File: src/rtl/reg_wr_arbiter.sv
// Round-robin arbiter for the single shared write port of the register bank.
// Grants one requester per two-cycle write slot and counts completed writes.
module reg_wr_arbiter #(
    parameter int unsigned N_REQ  = 4,
    parameter int unsigned ADDR_W = 3,
    parameter int unsigned DATA_W = 8,
    parameter int unsigned CNT_W  = 16
) (
    input  logic                      CLK,
    input  logic                      RST_N,
    input  logic [N_REQ-1:0]          REQ,
    input  logic [N_REQ*ADDR_W-1:0]   REQ_ADDR,
    input  logic [N_REQ*DATA_W-1:0]   REQ_DATA,
    output logic [N_REQ-1:0]          GNT,
    output logic                      WE,
    output logic [ADDR_W-1:0]         WADDR,
    output logic [DATA_W-1:0]         WDATA,
    output logic                      BUSY,
    output logic [CNT_W-1:0]          WR_CNT
);

    localparam int unsigned PTR_W = (N_REQ > 1) ? $clog2(N_REQ) : 1;

    localparam logic [0:0] S_IDLE  = 1'b0;
    localparam logic [0:0] S_GRANT = 1'b1;

    logic [0:0]        state_q, state_d;
    logic [PTR_W-1:0]  ptr_q, ptr_d;
    logic [N_REQ-1:0]  gnt_d;
    logic              we_d;
    logic              busy_d;
    logic [ADDR_W-1:0] waddr_d;
    logic [DATA_W-1:0] wdata_d;
    logic [CNT_W-1:0]  cnt_d;

    logic              found;
    logic [PTR_W-1:0]  win;
    logic [ADDR_W-1:0] addr_sel;
    logic [DATA_W-1:0] data_sel;

    // Rotating scan: first set request starting at the priority pointer
    always_comb begin
        int unsigned idx;
        logic [PTR_W-1:0] cand;
        found = 1'b0;
        win   = '0;
        idx   = 0;
        cand  = '0;
        for (int unsigned k = 0; k < N_REQ; k++) begin
            idx = 32'(ptr_q) + k;
            if (idx >= N_REQ) begin
                idx = idx - N_REQ;
            end
            cand = PTR_W'(idx);
            if (!found && REQ[cand]) begin
                found = 1'b1;
                win   = cand;
            end
        end
    end

    // Winner's address/data slice
    always_comb begin
        addr_sel = '0;
        data_sel = '0;
        for (int unsigned i = 0; i < N_REQ; i++) begin
            if (win == PTR_W'(i)) begin
                addr_sel = REQ_ADDR[i*ADDR_W +: ADDR_W];
                data_sel = REQ_DATA[i*DATA_W +: DATA_W];
            end
        end
    end

    // Next-state and next-output logic
    always_comb begin
        state_d = state_q;
        ptr_d   = ptr_q;
        gnt_d   = '0;
        we_d    = 1'b0;
        busy_d  = 1'b0;
        waddr_d = WADDR;
        wdata_d = WDATA;
        cnt_d   = WR_CNT;
        case (state_q)
            S_IDLE: begin
                if (found) begin
                    gnt_d   = N_REQ'(1) << win;
                    we_d    = 1'b1;
                    busy_d  = 1'b1;
                    waddr_d = addr_sel;
                    wdata_d = data_sel;
                    ptr_d   = (32'(win) == N_REQ - 1) ? '0 : win + PTR_W'(1);
                    state_d = S_GRANT;
                end
            end
            S_GRANT: begin
                cnt_d   = WR_CNT + CNT_W'(1);
                state_d = S_IDLE;
            end
            default: begin
                state_d = S_IDLE;
            end
        endcase
    end

    always_ff @(posedge CLK or negedge RST_N) begin
        if (!RST_N) begin
            state_q <= S_IDLE;
            ptr_q   <= '0;
            GNT     <= '0;
            WE      <= 1'b0;
            BUSY    <= 1'b0;
            WADDR   <= '0;
            WDATA   <= '0;
            WR_CNT  <= '0;
        end else begin
            state_q <= state_d;
            ptr_q   <= ptr_d;
            GNT     <= gnt_d;
            WE      <= we_d;
            BUSY    <= busy_d;
            WADDR   <= waddr_d;
            WDATA   <= wdata_d;
            WR_CNT  <= cnt_d;
        end
    end

    a_invariants: assert property (@(posedge CLK) disable iff (!RST_N)
        $onehot0(GNT) && (WE == |GNT) && (BUSY == WE));

endmodule

File: config.mk
export PLATFORM = sky130hd
export DESIGN_NAME = reg_wr_arbiter
export DESIGN_NICKNAME = d
export VERILOG_FILES = /design/src/rtl/reg_wr_arbiter.sv
export SDC_FILE = /design/constraint.sdc
export NUM_CORES = 1
export LEC_CHECK = 0
export ABC_CLOCK_PERIOD_IN_PS = 2300
export BUFFER_PORTS_ARGS = -buffer_cell sky130_fd_sc_hd__buf_2
export CORE_ASPECT_RATIO = 1.1
export CORE_MARGIN = 2
export CORE_UTILIZATION = 42
export DETAILED_ROUTE_END_ITERATION = 12
export HOLD_SLACK_MARGIN = 0.15
export PLACE_DENSITY = 0.75
export SYNTH_ARGS = -nofsm -noshare
export SYNTH_HDL_FRONTEND = slang
export SYNTH_SLANG_ARGS = --single-unit
export TNS_END_PERCENT = 50
File: constraint.sdc
create_clock -name CLK -period 2.3 [get_ports CLK]
set_input_delay 0.115 -clock CLK [delete_from_list [all_inputs] [get_ports CLK]]
set_output_delay 0.115 -clock CLK [all_outputs]
set_load 0.01 [all_outputs]
==> summary.txt, run 1 <==
Outcome
  • Status: complete, no violations

Power
  • Worst VDD drop: 492.6 uV
  • PD cells: 1092 nW/um^2
  • Pleak: 1.300 nW

Cells and area
  • Layout cell share with drive strength beyond 1: 0.3540
  • Area grow syn2layout: 38.65%
  • Final Net Count: 345
  • Fillers: 366
  • N_diodes: 0
  • Post-route cell area: 2599 sq um

Global routing
  • Overall Global Routing Usage: 0.2075
  • Met1 usage: 0.2517
  • Initial antenna violation count: 0
  • Grt total ovfl: 0
  • GRT met3 Usage: 0.04690
  • First-pass GRT wire length: 7900 um
  • GR Layer Usage met2: 0.3453
  • Vias in the first global route: 1781
  • GR peak layer: met2
  • Largest net degree at the start of global routing: 35

Route
  • First-pass iteration count of the detailed router: 4
  • Via count: 1886
  • Post-DR wirelength/cell: 13.97 um
  • Vias per Instance: 5.467
  • Initial drt markers: 75
  • Total wire length: 4820 um
  • Final ANT Viol Nets: 0
  • # DRC: 0

Critical path
  • R2R setup slack: 30 ps
  • Critical path peak fanout: 23
  • WP data required: 2510 ps
  • Worst setup EP type: register
  • Startpoint types: register
  • Crit Path Class: register to register
  • Critical Path AT: 2490 ps

Job
  • Max Cap Viol: 0

Placement
  • IO Port Bufs: 82
  • Dpl hpwl: 3361 um
  • Dpl cell area: 2340 sq um
  • Gpl congestion: 0.7699

Synthesis
  • Synthesized area: 1874 sq um
  • Post-synthesis register bit count: 34
  • Asr flop ratio synth: 1.000
  • Post-synthesis sequential area ratio: 0.4539
  • Share of the synthesized area in the top cell type: 0.4539
  • Synthesized instance count: 197
  • Distinct cells, synth: 29
  • Synth area leader: dfrtp_1
  • Synthesized Nets: 252
  • Syn_area_per_cell: 9.514 sq um
  • Main synth FF type: dfrtp_1
  • EDFF count, synth: 0
  • Syn. warnings: 0
  • Top cells by area, synth: dfrtp_1, a21oi_1, a221o_1, xor2_1, nand3b_1

Clock tree
  • Root Driver: clkbuf_8
  • CTS tree: done
  • CTS Buf Count: 5
  • Num Clock Sinks: 34
  • Worst-Skew Late Latency: 290 ps
  • CTS H-tree lvls: 2
  • CTS max path bufs: 2
  • Clock-pin slew on the worst setup and hold paths: 70 ps

Timing
  • Worst Clk Skew: 3.134 ps
  • Max-slew violations: 0
  • Achievable frequency: 440.0 MHz
  • Tightest Pin Transition: 951.7 ps
  • Tcrit/Tclk final: 0.9881
  • Hold_ws: 198.1 ps
  • Slew margin rel.: 0.3632
  • Min Tclk post-route: 2273 ps
  • Endpoints failing setup: 0
  • Final Hold Viols: 0

Min path
  • Worst hold path type: primary input to register

Floorplan
  • Core area: 4285 sq um
  • Num rows: 25
  • Die height: 74.06 um
  • # IOs: 83
  • Die X-Extent: 67.70 um
  • DIE AREA: 5013 sq um
  • Initial Util: 0.4374
[layout make-up]
cell class,instances,area (sq um),share of cell area
multi-input cells,135,922.1,0.3548
flip-flops and latches,34,850.8,0.3274
repair buffers,99,593.1,0.2282
clock buffers,5,68.82,0.02648
well taps,54,67.56,0.02600
inverters,15,56.30,0.02167
clock inverters,3,40.04,0.01541
[power by group]
part           leakage (nW)  switching [mW]  internal (mW)
sequential            0.427           0.171          0.798
combinational         0.814           0.675          0.647
clock                0.0579           0.229          0.319
total                  1.30            1.07           1.76
[state kept, by name, summed over array words and instances, names as in the netlist]
| signal | count |
|---|---|
| BUSY | 1 |
| WADDR | 3 |
| GNT | 4 |
| ptr_q | 2 |
| WR_CNT | 16 |
| WDATA | 8 |
[what timing repair did]
item,CTS,global route
hold endpoints to repair,45,0
setup endpoints to repair,0,11
hold buffers,12,0
setup buffers,0,1
resized for setup,0,6
[Yosys cell counts, types with 3 or more instances]
master / number
nand4_1: 5
nor2_1: 5
dfrtp_1: 34
a31oi_1: 11
nand3_1: 4
nand3b_1: 11
ha_1: 5
a21oi_1: 25
inv_1: 15
nor4_1: 7
nor3_1: 4
a221o_1: 11
and3_1: 4
nand2_1: 16
xor2_1: 10
buf_2: 3
xnor2_1: 5
clkbuf_1: 7
[cell families after synthesis]
group / count (synthesis) / synth area share
and+or+nand+nor: 60 / 0.1756
AOI/OAI and AO/OA: 52 / 0.1836
DFF: 34 / 0.4539
buffers and inverters: 28 / 0.06608
xor gates and xnor gates: 15 / 0.07009
adders and majority gates: 5 / 0.03338
muxes: 3 / 0.01736
[per-layer routing]
metal | share of wire | up-vias | wire length (um)
met1 | 0.39 | 879 | 1884
met3 | 0.087 | 9 | 419
li1 | - | 900 | -
met4 | 0.023 | 0 | 109
met5 | 0 | - | 0
met2 | 0.50 | 98 | 2407
[critical path: stages (launching register included)]
cell	delay (ps)
dfrtp_1	400
mux2i_2	260
nor2_1	100
or4_4	550
ha_2	220
buf_12	150
a221o_1	340
a31oi_1	170
[layout by cell type, fill, tap and decap left out, drive strengths merged]
cell type     n
mux2          2
clkinv        2
mux2i         1
nor2          5
nand2b        2
nor3          4
a21oi        25
xnor2         5
o211ai        1
and3          4
dfrtp        34
dlygate4sd3  12
nand3b       11
clkbuf        5
bufinv        1
o22ai         1
o22a          1
inv          15
ha            5
nand3         4
o21a          1
nor4          7
nand2        16
nand4         5
a31oi        11
or4           2
xor2         10
a221o        11
buf          87
o32a          1
[worst paths after layout]
| check | from | endpoint | cells after the start |
|---|---|---|---|
| setup / recovery | ptr_q[1] | WADDR[1] | 7 |
| hold / removal | REQ_DATA[23] | WDATA[7] | 4 |
| setup reg to reg | ptr_q[1] | WADDR[1] | 7 |
| hold reg to reg | WR_CNT[15] | WR_CNT[15] | 1 |
| max in group asynchronous | RST_N | WR_CNT[0] | 2 |
| min in group asynchronous | RST_N | WR_CNT[3] | 2 |
[stage by stage]
step	worst slack, ps	utilization	total power [mW]	TNS (ps)	cells
after floorplan	51.60	-	1.776	0	197
after global placement	139.1	0.5460	2.209	0	324
after detailed placement	36.39	0.5460	2.251	0	324
after CTS	18.54	0.5994	2.818	0	344
after global routing	-45.48	0.6064	3.051	-181.0	345
final	27.42	0.6064	2.838	0	345
Power figures use the tool's default switching activity.
==> run 2, diff against run 1 <==
--- a/config.mk
+++ b/config.mk
@@ -12,6 +12,7 @@
 export CORE_UTILIZATION = 42
 export DETAILED_ROUTE_END_ITERATION = 12
 export HOLD_SLACK_MARGIN = 0.15
+export MAX_ROUTING_LAYER = met4
 export PLACE_DENSITY = 0.75
 export SYNTH_ARGS = -nofsm -noshare
 export SYNTH_HDL_FRONTEND = slang
==> run 2 against run 1 <==
Compared with the run above: hold slack improved by 0.63 ps; sequential share of layout area stayed put; routed wire length grew 0.23%; register-to-register slack is essentially flat; power barely moved; via count rose by 0.16%; setup slack gained 5.7 ps; critical path depth unchanged; core utilization unchanged; die area unchanged; largest power group unchanged.
==> summary.txt, run 2 (synthesis gave the netlist of run 1 again) <==
Timing
  • Tightest Pin Transition: 923.6 ps (was 951.7 ps)
  • Worst Clk Skew: 3.938 ps (was 3.134 ps)
  • Max-slew violations: 0 (unchanged)
  • Min Tclk post-route: 2267 ps (was 2273 ps)
  • Achievable frequency: 441.1 MHz (was 440.0 MHz)
  • Hold_ws: 198.8 ps (was 198.1 ps)
  • Setup TNS: 0 ps (unchanged)
  • Endpoints failing setup: 0 (unchanged)
  • Slew margin rel.: 0.3820 (was 0.3632)
  • Slack of the critical path: 33.08 ps (was 27.42 ps)
  • Final Hold Viols: 0 (unchanged)
  • Tcrit/Tclk final: 0.9856 (was 0.9881)

Job
  • Max Cap Viol: 0 (unchanged)

Floorplan
  • DIE AREA: 5013 sq um (unchanged)
  • Num rows: 25 (unchanged)
  • Core area: 4285 sq um (unchanged)
  • Initial Util: 0.4374 (unchanged)
  • # IOs: 83 (unchanged)
  • Die height: 74.06 um (unchanged)
  • Die X-Extent: 67.70 um (unchanged)

Placement
  • Pre-CTS WS: 36.39 ps (unchanged)
  • Dpl hpwl: 3361 um (unchanged)
  • Dpl cell area: 2340 sq um (unchanged)
  • Gpl congestion: 0.7803 (was 0.7699)
  • Placed Cells incl. Taps: 324 (unchanged)
  • IO Port Bufs: 82 (unchanged)

Outcome
  • Status: complete, no violations (unchanged)

Cells and area
  • Commonest cells after routing, fill and taps aside: buf_2, dfrtp_1, a21oi_1, nand2_1, inv_1 (unchanged)
  • N_diodes: 0 (unchanged)
  • Final Net Count: 345 (unchanged)
  • Largest register FFs: 16 (unchanged)
  • Final Util: 0.6064 (unchanged)
  • Biggest regs: WR_CNT: 16 flops, WDATA: 8 flops, GNT: 4 flops (unchanged)
  • Layout cell share with drive strength beyond 1: 0.3540 (unchanged)
  • Post-route cell area: 2599 sq um (unchanged)
  • Area grow syn2layout: 38.65% (unchanged)
  • Commonest non-fill, non-tap cell in the layout: buf_2 (unchanged)
  • Final std cells w/o fill: 345 (unchanged)
  • Biggest register: WR_CNT (unchanged)

Global routing
  • Overall Global Routing Usage: 0.2137 (was 0.2075)
  • Initial antenna violation count: 0 (unchanged)
  • Vias in the first global route: 1786 (was 1781)
  • Largest net degree at the start of global routing: 35 (unchanged)
  • Grt total ovfl: 0 (unchanged)
  • First-pass GRT wire length: 7893 um (was 7900 um)

Critical path
  • Critical Path Stages: 7 (unchanged)
  • Worst Setup EP: WADDR[1] (unchanged)
  • Worst path top cell family by delay: simple AND/OR/NAND/NOR gates (unchanged)
  • Slowest stage cell, crit path: or4_4 (unchanged)
  • CP startpoint: ptr_q[1] (unchanged)
  • R2r endpoint: WADDR[1] (unchanged)
  • Slowest Stage Delay on Critical Path: 550 ps (about the same)
  • Worst setup EP type: register (unchanged)
  • Critical path cell sequence: mux2i_2 > nor2_1 > or4_4 > ha_2 > buf_12 > a221o_1 > a31oi_1 (unchanged)
  • Critical Path AT: 2480 ps (was 2490 ps)
  • R2R setup slack: 30 ps (about the same)
  • Reg2reg start: ptr_q[1] (unchanged)
  • Critical path peak fanout: 23 (unchanged)
  • Startpoint types: register (unchanged)
  • Bufs and invs on worst path: 1 (unchanged)
  • Crit Path Class: register to register (unchanged)
  • WP data required: 2520 ps (was 2510 ps)
  • Worst Reg-to-Reg Cells: 7 (unchanged)

Clock tree
  • Clock-pin slew on the worst setup and hold paths: 70 ps (about the same)
  • CTS tree: done (unchanged)
  • CTS H-tree lvls: 2 (unchanged)
  • CTS Buf Count: 5 (unchanged)
  • Root Driver: clkbuf_8 (unchanged)
  • Num Clock Sinks: 34 (unchanged)
  • Worst-Skew Late Latency: 290 ps (about the same)
  • CTS max path bufs: 2 (unchanged)

Route
  • Vias per Instance: 5.475 (was 5.467)
  • Initial drt markers: 79 (was 75)
  • Post-DR wirelength/cell: 14.00 um (was 13.97 um)
  • Via count: 1889 (was 1886)
  • # DRC: 0 (unchanged)
  • Total wire length: 4831 um (was 4820 um)
  • Final ANT Viol Nets: 0 (unchanged)
  • First-pass iteration count of the detailed router: 4 (unchanged)

Power
  • Worst VDD drop: 492.9 uV (was 492.6 uV)
  • Final Power: 2.839 mW (was 2.838 mW)
  • Pleak: 1.300 nW (unchanged)
  • Switching power total: 1.076 mW (was 1.075 mW)
  • Switching share of power: 0.3789 (was 0.3786)
  • Combinational Power Share: 0.466 (about the same)
  • PD cells: 1092 nW/um^2 (about the same)
  • Cell internal pwr: 1.763 mW (about the same)
  • Sequential Power Share: 0.341 (about the same)
  • Clock network fraction of total power: 0.194 (was 0.193)

Min path
  • Worst hold path type: primary input to register (unchanged)
## run 2: cell counts in the layout (fill, tap and decap cells not counted)
Identical to the previous run, type by type.
## run 2: how the worst min path moves through the flow
stage,cells after the start,start,endpoint,slack [ps]
floorplan,0,RST_N,BUSY,-180
global placement,1,RST_N,WR_CNT[2],230
detailed placement,1,RST_N,WR_CNT[3],230
CTS,4,REQ_DATA[23],WDATA[7],190
global route,4,REQ_DATA[20],WDATA[4],220
finish,4,REQ_DATA[23],WDATA[7],200
## run 2: power groups by stage
stage / clock, mW / combinational (mW) / sequential (mW)
CTS: 0.559 / 1.29 / 0.965
global route: 0.580 / 1.47 / 0.996
global placement: 0 / 1.24 / 0.967
floorplan: 0 / 0.736 / 1.04
detailed placement: 0 / 1.28 / 0.974
finish: 0.550 / 1.32 / 0.967
## run 2: cell type report
| class | instances | area [sq um] |
|---|---|---|
| inverter | 15 | 56.30 |
| tap | 54 | 67.56 |
| clock buffer | 5 | 68.82 |
| sequential | 34 | 850.8 |
| fill | 366 | 1687 |
| multi-input combinational | 135 | 922.1 |
| timing repair buffer | 99 | 593.1 |
| clock inverter | 3 | 40.04 |
## run 2: per-layer routing
layer | track usage | wire, um
met5 | - | 0
met2 | 0.3464 | 2385
met1 | 0.2507 | 1952
met3 | 0.04539 | 386
met4 | 0.1020 | 107
## run 2: worst reg2reg max path, stage by stage, from the launching register on
cell	delay (ps)
dfrtp_1	400
mux2i_2	260
nor2_1	100
or4_4	550
ha_2	220
buf_12	150
a221o_1	340
a31oi_1	160
## run 2: what timing repair did
action / CTS / global route
buffers inserted: 0 / 1
hold endpoints to repair: 45 / 0
resized for setup: 0 / 6
hold buffers: 12 / 0
setup endpoints to repair: 0 / 11
==> run 3, diff against run 2 <==
--- a/config.mk
+++ b/config.mk
@@ -14,6 +14,7 @@
 export HOLD_SLACK_MARGIN = 0.15
 export MAX_ROUTING_LAYER = met4
 export PLACE_DENSITY = 0.75
+export REMOVE_ABC_BUFFERS = 1
 export SYNTH_ARGS = -nofsm -noshare
 export SYNTH_HDL_FRONTEND = slang
 export SYNTH_SLANG_ARGS = --single-unit
==> run 3 against run 2 <==
Compared with the run above: sequential power increased by 0.9%; fmax grew 1.5%; critical path depth unchanged; hold slack improved by 6.8 ps; critical endpoint is now WDATA[1].
==> summary.txt, run 3 (synthesis gave the netlist of run 1 again) <==
Outcome
  • Status: complete, no violations (unchanged)

Clock tree
  • Worst-Skew Late Latency: 280 ps (was 290 ps)
  • CTS tree: done (unchanged)
  • CTS H-tree lvls: 2 (unchanged)
  • CTS max path bufs: 2 (unchanged)
  • Clock-pin slew on the worst setup and hold paths: 70 ps (about the same)
  • CTS Buf Count: 5 (unchanged)
  • Root Driver: clkbuf_8 (unchanged)
  • Num Clock Sinks: 34 (unchanged)

Power
  • Worst VDD drop: 514.7 uV (was 492.9 uV)
  • PD cells: 1062 nW/um^2 (was 1092 nW/um^2)
  • Pleak: 1.294 nW (was 1.300 nW)

Route
  • Via count: 1887 (was 1889)
  • # DRC: 0 (unchanged)
  • Vias per Instance: 5.454 (was 5.475)
  • Initial drt markers: 96 (was 79)
  • Total wire length: 4884 um (was 4831 um)
  • First-pass iteration count of the detailed router: 4 (unchanged)
  • Final ANT Viol Nets: 0 (unchanged)
  • Post-DR wirelength/cell: 14.12 um (was 14.00 um)

Global routing
  • First-pass GRT wire length: 7686 um (was 7893 um)
  • Overall Global Routing Usage: 0.2111 (was 0.2137)
  • Vias in the first global route: 1756 (was 1786)
  • Largest net degree at the start of global routing: 35 (unchanged)
  • Grt total ovfl: 0 (unchanged)
  • Initial antenna violation count: 0 (unchanged)

Cells and area
  • Layout cell share with drive strength beyond 1: 0.3527 (was 0.3540)
  • Final Net Count: 346 (was 345)
  • Largest register FFs: 16 (unchanged)
  • Post-route cell area: 2587 sq um (was 2599 sq um)
  • Biggest register: WR_CNT (unchanged)
  • Commonest non-fill, non-tap cell in the layout: buf_2 (unchanged)
  • Commonest cells after routing, fill and taps aside: buf_2, dfrtp_1, a21oi_1, nand2_1, inv_1 (unchanged)
  • Biggest regs: WR_CNT: 16 flops, WDATA: 8 flops, GNT: 4 flops (unchanged)
  • N_diodes: 0 (unchanged)
  • Area grow syn2layout: 38.05% (was 38.65%)

Floorplan
  • Num rows: 25 (unchanged)
  • Initial Util: 0.4374 (unchanged)
  • Core area: 4285 sq um (unchanged)
  • # IOs: 83 (unchanged)
  • Die X-Extent: 67.70 um (unchanged)
  • DIE AREA: 5013 sq um (unchanged)
  • Die height: 74.06 um (unchanged)

Timing
  • Worst Clk Skew: 3.608 ps (was 3.938 ps)
  • Tightest Pin Transition: 766.4 ps (was 923.6 ps)
  • Slew margin rel.: 0.4891 (was 0.3820)
  • Endpoints failing setup: 0 (unchanged)
  • Max-slew violations: 0 (unchanged)
  • Achievable frequency: 447.7 MHz (was 441.1 MHz)
  • Slack of the critical path: 66.55 ps (was 33.08 ps)
  • Tcrit/Tclk final: 0.9711 (was 0.9856)
  • Setup TNS: 0 ps (unchanged)
  • Min Tclk post-route: 2233 ps (was 2267 ps)
  • Final Hold Viols: 0 (unchanged)

Min path
  • Worst hold path type: primary input to register (unchanged)
  • Worst hold stages: 4 (unchanged)
  • Startpoint of the worst hold path: REQ_DATA[20] (was REQ_DATA[23])

Placement
  • Gpl congestion: 0.8829 (was 0.7803)
  • Pre-CTS WS: 60.07 ps (was 36.39 ps)
  • IO Port Bufs: 82 (unchanged)
  • Dpl hpwl: 3363 um (was 3361 um)
  • Dpl cell area: 2347 sq um (was 2340 sq um)

Critical path
  • Worst path top cell family by delay: simple AND/OR/NAND/NOR gates (unchanged)
  • R2R setup slack: 70 ps (was 30 ps)
  • Bufs and invs on worst path: 1 (unchanged)
  • Critical Path AT: 2440 ps (was 2480 ps)
  • CP startpoint: ptr_q[1] (unchanged)
  • Slowest stage cell, crit path: or4_4 (unchanged)
  • Startpoint types: register (unchanged)
  • Crit Path Class: register to register (unchanged)
  • R2r endpoint: WDATA[1] (was WADDR[1])
  • Critical path cell sequence: mux2i_2 > nor2_2 > or4_4 > ha_2 > buf_12 > a221o_1 > a31oi_1 (was mux2i_2 > nor2_1 > or4_4 > ha_2 > buf_12 > a221o_1 > a31oi_1)
  • Worst Reg-to-Reg Cells: 7 (unchanged)
  • WP data required: 2500 ps (was 2520 ps)
  • Critical path peak fanout: 23 (unchanged)
  • Worst setup EP type: register (unchanged)
  • Critical Path Stages: 7 (unchanged)
  • Reg2reg start: ptr_q[1] (unchanged)
  • Slowest Stage Delay on Critical Path: 530 ps (was 550 ps)
  • Worst Setup EP: WDATA[1] (was WADDR[1])

Job
  • Max Cap Viol: 0 (unchanged)
[run 3: per-layer routing]
layer,global-route usage,vias to the layer above,routed length (um)
met4,0.09297,0,110
met1,0.2385,879,1973
li1,-,902,-
met2,0.3497,96,2418
met3,0.05446,10,382
met5,-,-,0
[run 3: worst min-delay path by stage]
stage	slack, ps	to
5_1_grt	220	WDATA[2]
2_1_floorplan	-180	BUSY
6_report	210	WDATA[4]
3_3_place_gp	230	WR_CNT[9]
4_1_cts	200	WDATA[4]
3_5_place_dp	230	WR_CNT[9]
[run 3: worst min-delay path, delay by kind of cell]
kind                   cells  cell delay, ps
buffers and inverters      2             130
AO/OA/AOI/OAI              2             200
[run 3: layout make-up]
| type | count | area, sq um |
|---|---|---|
| Fill cell | 375 | 1698 |
| Timing Repair Buffer | 100 | 600.6 |
| Sequential cell | 34 | 850.8 |
| Clock inverter | 1 | 5.005 |
| Multi-Input combinational cell | 135 | 920.9 |
| Clock buffer | 7 | 86.33 |
| Tap cell | 54 | 67.56 |
| Inverter | 15 | 56.30 |
[run 3: through the flow]
| stage | total power [mW] | hold WS, ps | utilization | cells |
|---|---|---|---|---|
| 5_1_grt | 2.972 | 223.1 | 0.6038 | 346 |
| 3_5_place_dp | 2.250 | 231.5 | 0.5477 | 325 |
| 4_1_cts | 2.726 | 200.8 | 0.5971 | 345 |
| 2_1_floorplan | 1.738 | -180.6 | - | 184 |
| 3_3_place_gp | 2.211 | 229.0 | 0.5477 | 325 |
| 6_report | 2.749 | 205.6 | 0.6038 | 346 |
[run 3: report_power, final]
part	leakage, nW	total (mW)	switching, mW	internal (mW)
combinational	0.819	1.32	0.666	0.649
clock	0.0482	0.457	0.215	0.242
sequential	0.427	0.976	0.178	0.798
[run 3: repair_timing]
item / 4_1_cts / 5_1_grt
setup buffers: 0 / 1
hold buffers: 12 / 0
gates resized for setup: 0 / 6
setup endpoints to repair: 0 / 11
endpoints found under the hold margin: 45 / 0
